## config.mk

```make
export PLATFORM = sky130hd
export DESIGN_NAME = instruction_fetch_ctrl
export DESIGN_NICKNAME = d
export VERILOG_FILES = /design/src/rtl/olivia_fetch_pkg.sv /design/src/rtl/ifetch_word_assembler.sv /design/src/rtl/instruction_fetch_ctrl.sv
export SDC_FILE = /design/constraint.sdc
export NUM_CORES = 1
export LEC_CHECK = 0
export ABC_CLOCK_PERIOD_IN_PS = 7600
export CORE_AREA = 2 2 184 186
export CTS_CLUSTER_SIZE = 20
export DETAILED_ROUTE_END_ITERATION = 12
export DIE_AREA = 0 0 186 188
export SYNTH_ARGS = -nofsm -noshare
export SYNTH_HDL_FRONTEND = slang
export SYNTH_SLANG_ARGS = --single-unit
```

## constraint.sdc

```tcl
create_clock -name clk -period 7.6 [get_ports clk]
set_input_delay 1.52 -clock clk [delete_from_list [all_inputs] [get_ports clk]]
set_output_delay 1.52 -clock clk [all_outputs]
set_load 0.005 [all_outputs]
```

## src/rtl/olivia_fetch_pkg.sv

```systemverilog
// Shared definitions for the instruction fetch sequencer.
//   fetch_state_e   : sequencer states
//   BYTES_PER_INSTR : bytes assembled per instruction word
//   IMEM_ADDR_W     : byte address width of the instruction memory
//   pc_is_bad()     : true for a misaligned PC or one outside the memory
package olivia_fetch_pkg;

  typedef enum logic [2:0] {
    IDLE  = 3'd0,
    FETCH = 3'd1,
    DRAIN = 3'd2,
    HOLD  = 3'd3,
    FAULT = 3'd4
  } fetch_state_e;

  localparam int BYTES_PER_INSTR = 4;
  localparam int IMEM_ADDR_W     = 6;

  function automatic logic pc_is_bad(input logic [63:0] pc, input int unsigned addr_w);
    logic [63:0] w_hi;
    w_hi = pc >> addr_w;
    return (pc[1:0] != 2'b00) || (w_hi != 64'd0);
  endfunction

endpackage

```

## src/rtl/ifetch_word_assembler.sv

```systemverilog
// Byte counter and big-endian word builder for one instruction fetch.
//   clk, rst_n : clock, asynchronous active-low reset
//   i_clr      : discard the partial/held word and restart the counter
//   i_issue    : a read for byte o_cnt is issued this cycle
//   i_drain    : the last byte's read data is on i_rdata this cycle
//   i_rdata    : memory read data (belongs to the previous cycle's issue)
//   o_cnt      : index of the byte being issued
//   o_word     : assembled word, byte k at bits [31-8k -: 8]
module ifetch_word_assembler
  import olivia_fetch_pkg::*;
(
  input  logic        clk,
  input  logic        rst_n,
  input  logic        i_clr,
  input  logic        i_issue,
  input  logic        i_drain,
  input  logic [7:0]  i_rdata,
  output logic [1:0]  o_cnt,
  output logic [31:0] o_word
);

  localparam logic [1:0] LAST_BYTE = 2'(BYTES_PER_INSTR - 1);

  logic [1:0]  r_cnt;
  logic [31:0] r_word;
  logic        w_capture;
  logic [1:0]  w_slot;

  // Read data lags its issue by one cycle: during issue of byte cnt the bus
  // carries byte cnt-1, and during drain it carries the last byte.
  always_comb begin
    w_capture = (i_issue && (r_cnt != 2'd0)) || i_drain;
    // slot numbers byte lanes from the LSB end, so byte k sits in slot 3-k
    w_slot    = i_drain ? (LAST_BYTE - LAST_BYTE) : (LAST_BYTE - (r_cnt - 2'd1));
  end

  always_ff @(posedge clk or negedge rst_n) begin
    if (!rst_n) begin
      r_cnt  <= 2'd0;
      r_word <= 32'd0;
    end else if (i_clr) begin
      r_cnt  <= 2'd0;
      r_word <= 32'd0;
    end else begin
      if (i_issue) begin
        r_cnt <= r_cnt + 2'd1;
      end
      if (w_capture) begin
        r_word[{w_slot, 3'b000} +: 8] <= i_rdata;
      end
    end
  end

  assign o_cnt  = r_cnt;
  assign o_word = r_word;

endmodule

```

## src/rtl/instruction_fetch_ctrl.sv

```systemverilog
// Fetch sequencer for a byte-wide instruction memory. Shares the single
// memory port between a byte loader (IDLE only) and 4-byte instruction
// fetch, assembles big-endian words and presents them on a valid/ready
// output. Owns the PC: +4 advance on transfer, redirect, fault on bad PC.
//   clk, rst_n                         : clock, asynchronous active-low reset
//   fetch_en                           : allow new fetches (looked at in IDLE/HOLD)
//   redirect_valid, redirect_pc        : load new PC, drop any word in flight
//   out_valid/out_ready/out_instr/out_pc : instruction output handshake
//   load_valid/load_ready/load_addr/load_data : loader byte writes
//   mem_en/mem_we/mem_addr/mem_wdata/mem_rdata : memory byte port (sync read)
//   fault                              : PC was bad; held until redirect/reset
module instruction_fetch_ctrl
  import olivia_fetch_pkg::*;
#(
  parameter int          ADDR_W   = IMEM_ADDR_W,
  parameter logic [63:0] RESET_PC = 64'h0
) (
  input  logic              clk,
  input  logic              rst_n,
  input  logic              fetch_en,
  input  logic              redirect_valid,
  input  logic [63:0]       redirect_pc,
  output logic              out_valid,
  input  logic              out_ready,
  output logic [31:0]       out_instr,
  output logic [63:0]       out_pc,
  input  logic              load_valid,
  output logic              load_ready,
  input  logic [ADDR_W-1:0] load_addr,
  input  logic [7:0]        load_data,
  output logic              mem_en,
  output logic              mem_we,
  output logic [ADDR_W-1:0] mem_addr,
  output logic [7:0]        mem_wdata,
  input  logic [7:0]        mem_rdata,
  output logic              fault
);

  localparam logic [1:0] LAST_BYTE = 2'(BYTES_PER_INSTR - 1);

  fetch_state_e        r_state, w_state_nxt;
  logic [63:0]         r_pc, w_pc_nxt, w_pc_plus4;
  logic                r_out_valid;
  logic [63:0]         r_out_pc;
  logic [1:0]          w_cnt;
  logic [31:0]         w_word;
  logic                w_handshake;
  logic                w_issue, w_drain;
  logic                w_mem_en, w_mem_we, w_load_ready;
  logic [ADDR_W-1:0]   w_mem_addr;
  logic [7:0]          w_mem_wdata;

  assign w_pc_plus4  = r_pc + 64'd4;
  assign w_handshake = (r_state == HOLD) && r_out_valid && out_ready;

  always_comb begin
    w_state_nxt  = r_state;
    w_pc_nxt     = r_pc;
    w_mem_en     = 1'b0;
    w_mem_we     = 1'b0;
    w_mem_addr   = '0;
    w_mem_wdata  = 8'd0;
    w_load_ready = 1'b0;
    w_issue      = 1'b0;
    w_drain      = 1'b0;

    case (r_state)
      IDLE: begin
        w_load_ready = 1'b1;
        if (load_valid) begin
          // loader has priority over starting a fetch
          w_mem_en    = 1'b1;
          w_mem_we    = 1'b1;
          w_mem_addr  = load_addr;
          w_mem_wdata = load_data;
        end else if (fetch_en) begin
          w_state_nxt = pc_is_bad(r_pc, unsigned'(ADDR_W)) ? FAULT : FETCH;
        end
      end
      FETCH: begin
        w_mem_en   = 1'b1;
        w_mem_addr = r_pc[ADDR_W-1:0] + ADDR_W'(w_cnt);
        w_issue    = 1'b1;
        if (w_cnt == LAST_BYTE) begin
          w_state_nxt = DRAIN;
        end
      end
      DRAIN: begin
        w_drain     = 1'b1;
        w_state_nxt = HOLD;
      end
      HOLD: begin
        if (w_handshake) begin
          w_pc_nxt = w_pc_plus4;
          if (!fetch_en) begin
            w_state_nxt = IDLE;
          end else begin
            w_state_nxt = pc_is_bad(w_pc_plus4, unsigned'(ADDR_W)) ? FAULT : FETCH;
          end
        end
      end
      FAULT: begin
        w_state_nxt = FAULT;
      end
      default: begin
        w_state_nxt = IDLE;
      end
    endcase

    // Redirect overrides whatever the state decided, including a +4 from a
    // simultaneous handshake. A loader write in IDLE still keeps us in IDLE.
    if (redirect_valid) begin
      w_pc_nxt = redirect_pc;
      if (!((r_state == IDLE) && load_valid)) begin
        if (!fetch_en) begin
          w_state_nxt = IDLE;
        end else begin
          w_state_nxt = pc_is_bad(redirect_pc, unsigned'(ADDR_W)) ? FAULT : FETCH;
        end
      end
    end
  end

  always_ff @(posedge clk or negedge rst_n) begin
    if (!rst_n) begin
      r_state     <= IDLE;
      r_pc        <= RESET_PC;
      r_out_valid <= 1'b0;
      r_out_pc    <= 64'd0;
    end else begin
      r_state <= w_state_nxt;
      r_pc    <= w_pc_nxt;
      if (redirect_valid) begin
        r_out_valid <= 1'b0;
      end else if (w_drain) begin
        r_out_valid <= 1'b1;
        r_out_pc    <= r_pc;
      end else if (w_handshake) begin
        r_out_valid <= 1'b0;
      end
    end
  end

  ifetch_word_assembler u_asm (
    .clk     (clk),
    .rst_n   (rst_n),
    .i_clr   (redirect_valid),
    .i_issue (w_issue),
    .i_drain (w_drain),
    .i_rdata (mem_rdata),
    .o_cnt   (w_cnt),
    .o_word  (w_word)
  );

  // The port is quiet while reset is held, even though the state is IDLE.
  assign mem_en     = rst_n & w_mem_en;
  assign mem_we     = rst_n & w_mem_we;
  assign mem_addr   = rst_n ? w_mem_addr : '0;
  assign mem_wdata  = rst_n ? w_mem_wdata : 8'd0;
  assign load_ready = rst_n & w_load_ready;

  assign out_valid  = r_out_valid;
  assign out_instr  = w_word;
  assign out_pc     = r_out_pc;
  assign fault      = (r_state == FAULT);

endmodule

```

# Word level (Yosys, flattened, before mapping)

Index checks and enable logic that the tools add are counted.

Flip-flop bits (word level): 166
Output and inout port bits: 115

Multiplexer cells: 36
Shift operators: 2
Reductions and logical operators: 23
Equality and inequality tests: 5
$add $sub $neg: 6
Bitwise gates (word level): 4

Operator list:

| cell                     | count |
|---|---|
| $mux W64                 | 3 |
| $reduce_bool A64 Y1      | 3 |
| $add A64 B3 Y64 const B  | 1 |
| $mux W32                 | 2 |
| $mux W3                  | 11 |
| $bwmux W32               | 1 |
| $shift A8 B7 Y32 const A | 1 |
| $shiftx A8 B7 Y32        | 1 |
| $mux W8                  | 3 |
| $reduce_bool A2 Y1       | 8 |
| $pmux W3 S5              | 1 |
| $mux W6                  | 2 |
| $pmux W6 S2              | 1 |
| $mux W1                  | 8 |
| $neg A5 Y7               | 1 |
| $add A6 B2 Y6            | 1 |
| $eq A3 B2 Y1 const B     | 2 |
| $mux W2                  | 3 |
| $logic_and A1 B1 Y1      | 4 |
| $logic_or A1 B1 Y1       | 4 |
| $reduce_and A2 Y1        | 2 |
| $and A1 B1 Y1            | 3 |
| $eq A3 B1 Y1 const B     | 1 |
| $eq A3 B3 Y1 const B     | 1 |
| 8 further kinds          | 8 |

# Depth between registers and ports, before layout

Gate-level depths: netlist of run 1.

Depth after elaboration: 9
Gate-level depth with buffers: 11
Mapped depth without buffers: 9

# By module

Synthesis of run 1 repeated with hierarchy kept, for this count alone.

Cells, all modules: 1038
Area, all modules: 9905.8 um2

Modules (own cells, without submodules):

| module                 | cells each | area each (um2) | seq. area each (um2) | times used |
|---|---|---|---|---|
| instruction_fetch_ctrl | 906        | 8276.7          | 3303.2               | 1 |
| ifetch_word_assembler  | 132        | 1629.1          | 850.8                | 1 |

# Worst setup path before layout of run 1

No wires, ideal clock.

Kind: input -> output
Start point: input load_valid
End point: output mem_addr[0]
Arrival time: 2.355 ns
Slack: 3.725 ns
Data required time: 6.080 ns
Stages on the path: 3
Path through: nor3b_1 -> a22oi_1 -> nor2_1

Cells in the longest elaborated chain, start to end: 3

Ends and longest elaborated chain:

| element     | line                          | RTL |
|---|---|---|
| from (decl) | instruction_fetch_ctrl.sv:27  | `input logic load_valid,` |
| $mux W6     | instruction_fetch_ctrl.sv:70  | `if (load_valid) begin` |
| $pmux W6 S2 | instruction_fetch_ctrl.sv:67  | `case (r_state)` |
| $mux W6     | instruction_fetch_ctrl.sv:158 | `assign mem_addr = rst_n ? w_mem_addr : '0;` |
| to (decl)   | instruction_fetch_ctrl.sv:33  | `output logic [ADDR_W-1:0] mem_addr,` |

Every way passes these cells.

# Worst setup path after layout of run 1

Start point: input load_valid
End point: output mem_addr[4]

Same word-level chain as after synthesis.

==> results of run 1 <==
power groups by stage:
stage	logic, mW	clock network, mW	registers (mW)
2_1_floorplan	0.210	0	1.01
3_3_place_gp	0.349	0	1.08
3_5_place_dp	0.353	0	1.09
4_1_cts	0.355	0.932	1.07
5_1_grt	0.385	0.971	1.09
6_report	0.350	0.908	1.07
cell families after synthesis:
logic type / Yosys count / share of synthesized area [%]
buffers and inverters: 105 / 4.52
xor gates and xnor gates: 93 / 8.36
adders and majority gates: 11 / 1.49
DFF: 166 / 42.6
and+or+nand+nor: 487 / 25.5
AOI/OAI and AO/OA: 149 / 8.89
muxes: 75 / 8.61
worst reg2reg max path, cell delays in order (launching register included):
cell	delay (ns)
dfrtp_1	0.55
ha_1	0.36
nand3_4	0.17
or4_1	0.71
nor3_2	0.55
mux2i_1	0.29
nand4_1	0.16
nor4_1	0.35
nand4_1	0.26
a41o_1	0.30
stage by stage:
stage | hold WS (ns) | std cells
6_report | 0.483 | 1688
5_1_grt | 0.509 | 1686
4_1_cts | 0.489 | 1685
3_5_place_dp | 0.473 | 1653
3_3_place_gp | 0.465 | 1653
2_1_floorplan | 0.473 | 1086
state kept, by name, indices dropped and copies added (netlist names):
register and cells:
out_pc 64, out_valid 1, r_pc 64, r_state 3, u_asm.o_cnt 2, u_asm.o_word 32
cell type report:
cell class	count	share of cell area, %
multi-input cells	815	40.8
flip-flops and latches	166	32.8
repair buffers	213	16.7
well taps	448	4.43
clock buffers	21	3.72
clock inverters	11	1.10
inverters	11	0.327
diodes	3	0.0594
cell usage after synthesis, drive strengths merged (3+ instances only):
master	number	area (um2)
or2	6	37.5
inv	11	41.3
o31ai	3	22.5
clkbuf	60	226
a22oi	6	45.0
nor2	59	221
or3	7	43.8
nor2b	3	18.8
a21oi	10	50.1
dfrtp	166	4150
nor3	29	150
nand2b	6	37.5
a31oi	4	25.0
nand2	175	657
and3	24	150
or4	8	60.1
and4	10	87.6
ha	10	125
xor2	41	359
buf	34	173
o21ai	100	500
xnor2	52	455
nand3	45	243
mux2i	5	50.1
nor4	46	322
a211o	3	26.3
nand4	50	319
mux2	70	788
and2	11	68.8
layout by cell type, fill, tap and decap left out, types with 3 or more instances in the layout:
cell type        count
o31ai_1              3
o21ai_0             97
dfrtp_1            166
a22oi_1              6
diode_2              3
and3_1              24
nand2_1            175
nor2b_1              3
inv_1               11
and4_1              10
and2_1              10
nor4_2               4
clkinv_4             3
ha_1                10
inv_6                3
a31oi_1              4
or2_2                5
nor2_1              58
nand3_1             43
nand2b_1             6
nor4_1              41
clkdlybuf4s50_1    204
o21ai_1              3
clkbuf_8             3
or4_1                8
xnor2_1             52
nor3_1              28
xor2_1              41
a211o_1              3
a21oi_1             10
nand4_1             49
buf_4                8
mux2_2              70
or3_1                7
clkbuf_16           17
mux2i_1              5
layer usage:
layer	global-route usage [%]	routed length, um
met3	4.45	2270
met4	4.72	566
met1	25.7	14600
met5	0	13
met2	27.9	14400
path summary, 6_finish.rpt:
path	endpoint	slack, ns	cells after the start
min in group asynchronous	out_pc[32]	1.06	1
worst min register to register	u_asm.o_word[29]	0.48	2
worst max-delay path	mem_addr[4]	2.30	5
worst min-delay path	u_asm.o_word[29]	0.48	2
worst max register to register	r_state[2]	3.79	9
max in group asynchronous	r_pc[49]	5.24	2
==> flow_metrics.py, run 1 <==
metrics = {
    "status": {
        "status": "complete, no violations",
    },
    "synthesis": {
        "ys_seq_area_share_pct": 42.6,
        "synth-edff-count": 0,
        "syn_nets": 1189,
        "syn_area_mm2": 0.00974,
        "synth-async-reset-ratio_pct": 100,
        "ys_ff_latch": 166,
        "synthFlopType": "dfrtp_1",
        "yosys_warnings": 0,
        "netlist_instances": 1086,
        "syn_area_per_cell_um2": 8.97,
        "yosys.cell_types.count": 64,
    },
    "global_route": {
        "grt_pass1_vias": 8588,
        "grt_max_degree": 108,
        "grt_pass1_wl_um": 49700,
        "grt_usage_pct": 18.2,
        "grt_overflow": 0,
        "antenna_found_initial": 4,
    },
    "worst_setup_path": {
        "cp_cell_sequence": "clkdlybuf4s50_1 -> nor3b_1 -> a22oi_1 -> nor2_1 -> clkdlybuf4s50_1",
        "start_kind": "input pin",
        "critPathMaxFanout": 13,
        "crit_family": "buffers and inverters",
        "startpoint": "load_valid",
        "max_stage_delay_ns": 0.75,
        "worst_path_max_delay_cell": "nor3b_1",
        "endpoint_kind": "output pin",
        "cp.required_ns": 6.08,
        "path_buf_inv": 2,
        "crit_arrival_ns": 3.78,
        "crit_path_frequent_cell": "clkdlybuf4s50_1",
        "r2r-start": "r_pc[2]",
        "worst-setup-path-type": "in -> out",
    },
    "clocking": {
        "cts_tree": "built",
        "cts_buffers": 17,
        "path_clk_slew_ns": 0.07,
        "cts_hold_buf": 0,
        "ctsResizeCount": 0,
        "cts.sinks": 166,
        "htree_num_levels": 4,
        "clk_latency_ns": 0.43,
        "clock-root-buffer": "clkbuf_16",
        "clk_path_buf_depth": 2,
        "cts_setup_buffers": 0,
    },
    "routing": {
        "route.detailed.drc": 0,
        "routed_wl_um": 31800,
        "via_per_inst": 5.15,
        "drt_iter0_markers": 732,
        "first_pass_iters": 5,
        "vias": 8699,
        "routedWlPerCell_um": 18.9,
        "ant_nets": 0,
    },
    "placed_design": {
        "place_area_mm2": 0.0120,
        "pre_cts_ws_ns": 2.28,
        "io_buffers": 206,
        "dp_hpwl_um": 23800,
        "gp_congestion": 0.886,
    },
    "floorplan": {
        "die_w_um": 186,
        "start_util_pct": 29.4,
        "dieArea_mm2": 0.0350,
        "io_pins": 207,
        "core_region_area_mm2": 0.0331,
        "die_y_um": 188,
        "row_count": 67,
    },
    "cells_and_area": {
        "area_delta_synth_final_pct": 29.8,
        "fin_util_pct": 38.2,
        "multi_input_area_mm2": 0.00516,
        "fin_area_mm2": 0.0126,
        "drive_above_1_share_pct": 10.2,
        "seq_area_mm2": 0.00415,
        "final_nets": 1327,
        "fill_cells": 3339,
    },
    "sta": {
        "hold_violations": 0,
        "worst_pin_slew_ns": 1.19,
        "setup_viol": 0,
        "rsz0062_at_grt": "false",
        "drv_slew": 0,
        "fmax_mhz": 189,
        "worst_clock_skew_ns": 0.0126,
        "tns_ns": 0,
        "period_share_pct": 69.7,
        "timing.final.ws_setup_ns": 2.30,
        "fin_crit_ns": 5.30,
        "slew_headroom_pct": 20.2,
    },
    "pwr": {
        "share_seq_of_total_power_pct": 46.0,
        "switching_share_pct": 27.9,
        "totalPowerFinal_mw": 2.33,
        "p_leak_nw": 4.82,
        "p_switching_mw": 0.651,
        "peakVddDrop_mv": 0.144,
        "p_clk_share_pct": 39.0,
        "p_comb_share_pct": 15.0,
        "power_density_mw_per_mm2": 184,
        "internal_power_mw": 1.68,
    },
    "job": {
        "max_cap_viol_count": 0,
    },
    "hold_path": {
        "hold_start": "u_asm.o_word[29]",
        "hold_class": "reg -> reg",
    },
}
No activity file was read; power rests on OpenSTA's default activity.
==> inputs of run 2 (changes only) <==
--- a/config.mk
+++ b/config.mk
@@ -5,7 +5,7 @@
 export SDC_FILE = /design/constraint.sdc
 export NUM_CORES = 1
 export LEC_CHECK = 0
-export ABC_CLOCK_PERIOD_IN_PS = 7600
+export ABC_CLOCK_PERIOD_IN_PS = 4770
 export CORE_AREA = 2 2 184 186
 export CTS_CLUSTER_SIZE = 20
 export DETAILED_ROUTE_END_ITERATION = 12
==> constraint.sdc (replaced) <==
create_clock -name clk -period 4.77 [get_ports clk]
set_input_delay 0.954 -clock clk [delete_from_list [all_inputs] [get_ports clk]]
set_output_delay 0.954 -clock clk [all_outputs]
set_load 0.005 [all_outputs]
==> flow_metrics.py, run 2 (synthesis gave the netlist of run 1 again) <==
metrics = {
    "status": {
        "status": "complete, no violations",
    },
    "worst_setup_path": {
        "start_kind": "input pin",
        "critPathMaxFanout": 13,
        "crit_arrival_ns": 3.22,
        "cp.required_ns": 3.82,
        "worst-setup-path-type": "in -> out",
        "r2r-start": "r_pc[2]",
        "endpoint_kind": "output pin",
        "startpoint": "load_valid",
    },
    "global_route": {
        "grt_overflow": 0,
        "grt_max_degree": 78,
        "grt_usage_pct": 18.4,
        "grt_pass1_vias": 8582,
        "grt_pass1_wl_um": 50000,
        "antenna_found_initial": 2,
    },
    "floorplan": {
        "core_region_area_mm2": 0.0331,
        "start_util_pct": 29.4,
        "die_y_um": 188,
        "io_pins": 207,
        "row_count": 67,
        "die_w_um": 186,
        "dieArea_mm2": 0.0350,
    },
    "sta": {
        "drv_slew": 0,
        "rsz0062_at_grt": "false",
        "fin_crit_ns": 4.17,
        "slew_headroom_pct": 20.6,
        "fmax_mhz": 240,
        "timing.final.ws_setup_ns": 0.598,
        "worst_pin_slew_ns": 1.18,
        "hold_violations": 0,
        "setup_viol": 0,
        "tns_ns": 0,
        "period_share_pct": 87.5,
        "worst_clock_skew_ns": 0.0175,
    },
    "cells_and_area": {
        "final_cell_mix": "clkdlybuf4s50_1, nand2_1, dfrtp_1",
        "layout_commonest_cell": "clkdlybuf4s50_1",
        "final_nets": 1333,
        "fill_cells": 3364,
        "drive_above_1_share_pct": 10.5,
        "area_delta_synth_final_pct": 29.9,
    },
    "routing": {
        "ant_nets": 0,
        "route.detailed.drc": 0,
        "routed_wl_um": 31900,
        "vias": 8709,
        "first_pass_iters": 5,
        "drt_iter0_markers": 600,
        "routedWlPerCell_um": 18.9,
        "via_per_inst": 5.15,
    },
    "clocking": {
        "clk_path_buf_depth": 2,
        "clock-root-buffer": "clkbuf_16",
        "cts_hold_buf": 0,
        "cts_tree": "built",
        "cts_buffers": 17,
        "clk_latency_ns": 0.44,
        "htree_num_levels": 4,
        "cts.sinks": 166,
        "path_clk_slew_ns": 0.07,
        "ctsResizeCount": 0,
        "cts_setup_buffers": 0,
    },
    "pwr": {
        "p_clk_share_pct": 38.0,
        "peakVddDrop_mv": 0.234,
        "internal_power_mw": 2.61,
        "switching_share_pct": 28.8,
        "p_leak_nw": 4.82,
        "share_seq_of_total_power_pct": 46.6,
        "power_density_mw_per_mm2": 289,
        "p_comb_share_pct": 15.4,
        "p_switching_mw": 1.05,
    },
    "hold_path": {
        "hold_class": "in -> async",
    },
    "placed_design": {
        "gp_congestion": 0.928,
        "pre_cts_ws_ns": 0.606,
        "dp_hpwl_um": 24100,
        "io_buffers": 206,
    },
    "job": {
        "max_cap_viol_count": 0,
    },
}
[run 2: cell count changes in the layout (fill, tap and decap cells not counted), sizes merged]
cell | previous run | this run
clkinv | 3 | 2
diode | 3 | 2
clkinvlp | 2 | 4
clkbuf | 21 | 20
buf | 9 | 15
bufinv | 2 | 1
[run 2: cell type report]
class / instances / area, um2 / area share, %
Multi-Input combinational cell: 815 / 5150 / 40.7
Sequential cell: 166 / 4150 / 32.8
Timing Repair Buffer: 219 / 2170 / 17.2
Tap cell: 448 / 561 / 4.43
Clock buffer: 20 / 457 / 3.61
Clock inverter: 11 / 115 / 0.909
Inverter: 11 / 41.3 / 0.326
Antenna cell: 2 / 5.00 / 0.0395
[run 2: path summary, 6_finish.rpt]
kind                                     to  slack (ns)  depth (start not counted)
min in group clk            u_asm.o_word[5]        0.48                          2
min                              out_pc[32]        0.36                          1
max                             mem_addr[5]        0.60                          5
max in group asynchronous  u_asm.o_word[17]        2.11                          4
max reg2reg                      r_state[2]        1.22                          9
min reg2reg                 u_asm.o_word[5]        0.48                          2
[run 2: critical path, cell delays in order]
cell             delay (ns)
clkdlybuf4s50_1        0.66
nor3b_1                0.75
a22oi_1                0.21
nor2_1                 0.14
clkdlybuf4s50_1        0.51
[run 2: metrics by stage]
stage	cell area [um2]	cells	power, mW	util (%)	hold slack [ns]
2_1_floorplan	9740	1086	1.94	-	0.473
3_3_place_gp	12100	1659	2.29	36.5	0.463
3_5_place_dp	12100	1659	2.30	36.5	0.471
4_1_cts	12700	1690	3.69	38.2	0.357
5_1_grt	12700	1690	3.82	38.2	0.362
6_report	12700	1692	3.66	38.2	0.359
[run 2: power groups by stage]
stage | sequential, mW | combinational (mW) | clock (mW)
6_report | 1.71 | 0.564 | 1.39
2_1_floorplan | 1.60 | 0.335 | 0
4_1_cts | 1.70 | 0.571 | 1.42
5_1_grt | 1.73 | 0.619 | 1.48
3_5_place_dp | 1.73 | 0.567 | 0
3_3_place_gp | 1.73 | 0.563 | 0
[run 2: per-layer routing]
| layer | wire [um] | vias up | track usage [%] |
|---|---|---|---|
| met5 | 0 | - | 0 |
| li1 | - | 4130 | - |
| met1 | 15200 | 4221 | 27.2 |
| met4 | 503 | 0 | 5.09 |
| met2 | 14100 | 328 | 27.7 |
| met3 | 2070 | 30 | 3.05 |
==> inputs of run 3 (changes only) <==
--- a/config.mk
+++ b/config.mk
@@ -6,10 +6,11 @@
 export NUM_CORES = 1
 export LEC_CHECK = 0
 export ABC_CLOCK_PERIOD_IN_PS = 4770
-export CORE_AREA = 2 2 184 186
+export CORE_AREA = 2 2 147 149
 export CTS_CLUSTER_SIZE = 20
 export DETAILED_ROUTE_END_ITERATION = 12
-export DIE_AREA = 0 0 186 188
+export DIE_AREA = 0 0 149 151
+export PLACE_DENSITY = 0.77
 export SYNTH_ARGS = -nofsm -noshare
 export SYNTH_HDL_FRONTEND = slang
 export SYNTH_SLANG_ARGS = --single-unit
==> flow_metrics.py, run 3 (synthesis gave the netlist of run 1 again) <==
metrics = {
    "status": {
        "status": "complete, no violations",
    },
    "worst_setup_path": {
        "critPathMaxFanout": 13,
        "r2r-start": "r_pc[2]",
        "cp.required_ns": 3.82,
        "r2r_slack_ns": 1.23,
        "r2r_cells": 9,
        "crit_arrival_ns": 3.21,
        "endpoint_kind": "output pin",
        "worst-setup-path-type": "in -> out",
        "worstReg2RegEnd": "r_state[2]",
        "start_kind": "input pin",
    },
    "cells_and_area": {
        "final_nets": 1328,
        "layout_commonest_cell": "clkdlybuf4s50_1",
        "seq_area_mm2": 0.00415,
        "drive_above_1_share_pct": 10.3,
        "fill_cells": 1819,
        "final_cell_mix": "clkdlybuf4s50_1, nand2_1, dfrtp_1",
        "area_delta_synth_final_pct": 28.0,
        "multi_input_area_mm2": 0.00515,
        "fin_cells": 1514,
    },
    "placed_design": {
        "dp_hpwl_um": 21300,
        "place_inst": 1481,
        "gp_congestion": 0.974,
        "io_buffers": 206,
    },
    "floorplan": {
        "start_util_pct": 46.8,
        "core_region_area_mm2": 0.0208,
        "row_count": 53,
        "die_y_um": 151,
        "dieArea_mm2": 0.0225,
        "die_w_um": 149,
        "io_pins": 207,
    },
    "clocking": {
        "cts_buffers": 17,
        "clock-root-buffer": "clkbuf_16",
        "cts_hold_buf": 0,
        "path_clk_slew_ns": 0.06,
        "cts_setup_buffers": 0,
        "clk_latency_ns": 0.44,
        "ctsResizeCount": 0,
        "cts.sinks": 166,
        "clk_path_buf_depth": 2,
        "htree_num_levels": 4,
        "cts_tree": "built",
    },
    "sta": {
        "period_share_pct": 87.2,
        "hold_violations": 0,
        "worst_pin_slew_ns": 1.13,
        "setup_viol": 0,
        "drv_slew": 0,
        "fmax_mhz": 240,
        "slew_headroom_pct": 23.9,
        "worst_clock_skew_ns": 0.0104,
        "tns_ns": 0,
        "fin_crit_ns": 4.16,
        "rsz0062_at_grt": "false",
    },
    "hold_path": {
        "hold_class": "in -> async",
    },
    "routing": {
        "vias": 8807,
        "routedWlPerCell_um": 19.1,
        "drt_iter0_markers": 712,
        "routed_wl_um": 29000,
        "first_pass_iters": 8,
        "via_per_inst": 5.82,
        "ant_nets": 0,
        "route.detailed.drc": 0,
    },
    "pwr": {
        "peakVddDrop_mv": 0.238,
        "p_leak_nw": 4.85,
        "power_density_mw_per_mm2": 304,
    },
    "global_route": {
        "grt_usage_pct": 25.7,
        "grt_overflow": 0,
        "antenna_found_initial": 0,
        "grt_max_degree": 74,
        "grt_pass1_vias": 8229,
        "grt_pass1_wl_um": 44900,
    },
    "job": {
        "max_cap_viol_count": 0,
    },
}
run 3: cell types whose count changed in the layout (fill, tap and decap cells not counted), sizes merged:
| cell | before | now |
|---|---|---|
| buf | 15 | 10 |
| bufinv | 1 | 4 |
| clkinvlp | 4 | 0 |
| inv | 15 | 17 |
| clkbuf | 20 | 18 |
| clkinv | 2 | 4 |
| diode | 2 | 1 |
run 3: worst max-delay path by stage:
stage,startpoint,slack (ns),depth (start not counted),end
after global routing,load_valid,0.47,5,mem_addr[2]
after global placement,load_valid,0.74,5,mem_addr[4]
final,load_valid,0.61,5,mem_addr[2]
after floorplan,load_valid,2.03,3,mem_addr[0]
after CTS,load_valid,0.61,5,mem_addr[2]
after detailed placement,load_valid,0.61,5,mem_addr[2]
run 3: power by group:
part           internal (mW)  total, mW  switching [mW]
clock network          0.908       1.53           0.620
registers               1.52       1.70           0.185
logic                  0.329      0.554           0.224
run 3: layout make-up:
type | count | share of cell area, %
diodes | 1 | 0.0201
clock inverters | 14 | 1.71
well taps | 275 | 2.76
clock buffers | 18 | 3.52
repair buffers | 214 | 17.0
inverters | 11 | 0.331
flip-flops and latches | 166 | 33.3
multi-input cells | 815 | 41.3
run 3: layer usage:
metal	global-route usage [%]	vias to the layer above	routed length [um]
li1	-	4112	-
met3	5.21	54	2090
met5	0	-	0
met4	8.62	0	617
met1	36.0	4259	13000
met2	39.9	382	13300
run 3: per-stage QoR:
stage / hold WS (ns) / worst slack (ns) / total power, mW / cell area [um2] / utilization [%]
floorplan: 0.473 / 2.03 / 1.94 / 9740 / -
global placement: 0.462 / 0.743 / 2.27 / 11800 / 56.7
detailed placement: 0.470 / 0.606 / 2.28 / 11800 / 56.7
CTS: 0.433 / 0.611 / 3.80 / 12500 / 59.9
global route: 0.453 / 0.470 / 3.93 / 12500 / 59.9
finish: 0.428 / 0.608 / 3.79 / 12500 / 59.9
run 3: worst max-delay path, cell delays in order:
cell and delay, ns:
clkdlybuf4s50_1 0.64, nor3b_1 0.72, a22oi_1 0.20, nor2_1 0.16, clkdlybuf4s50_1 0.53
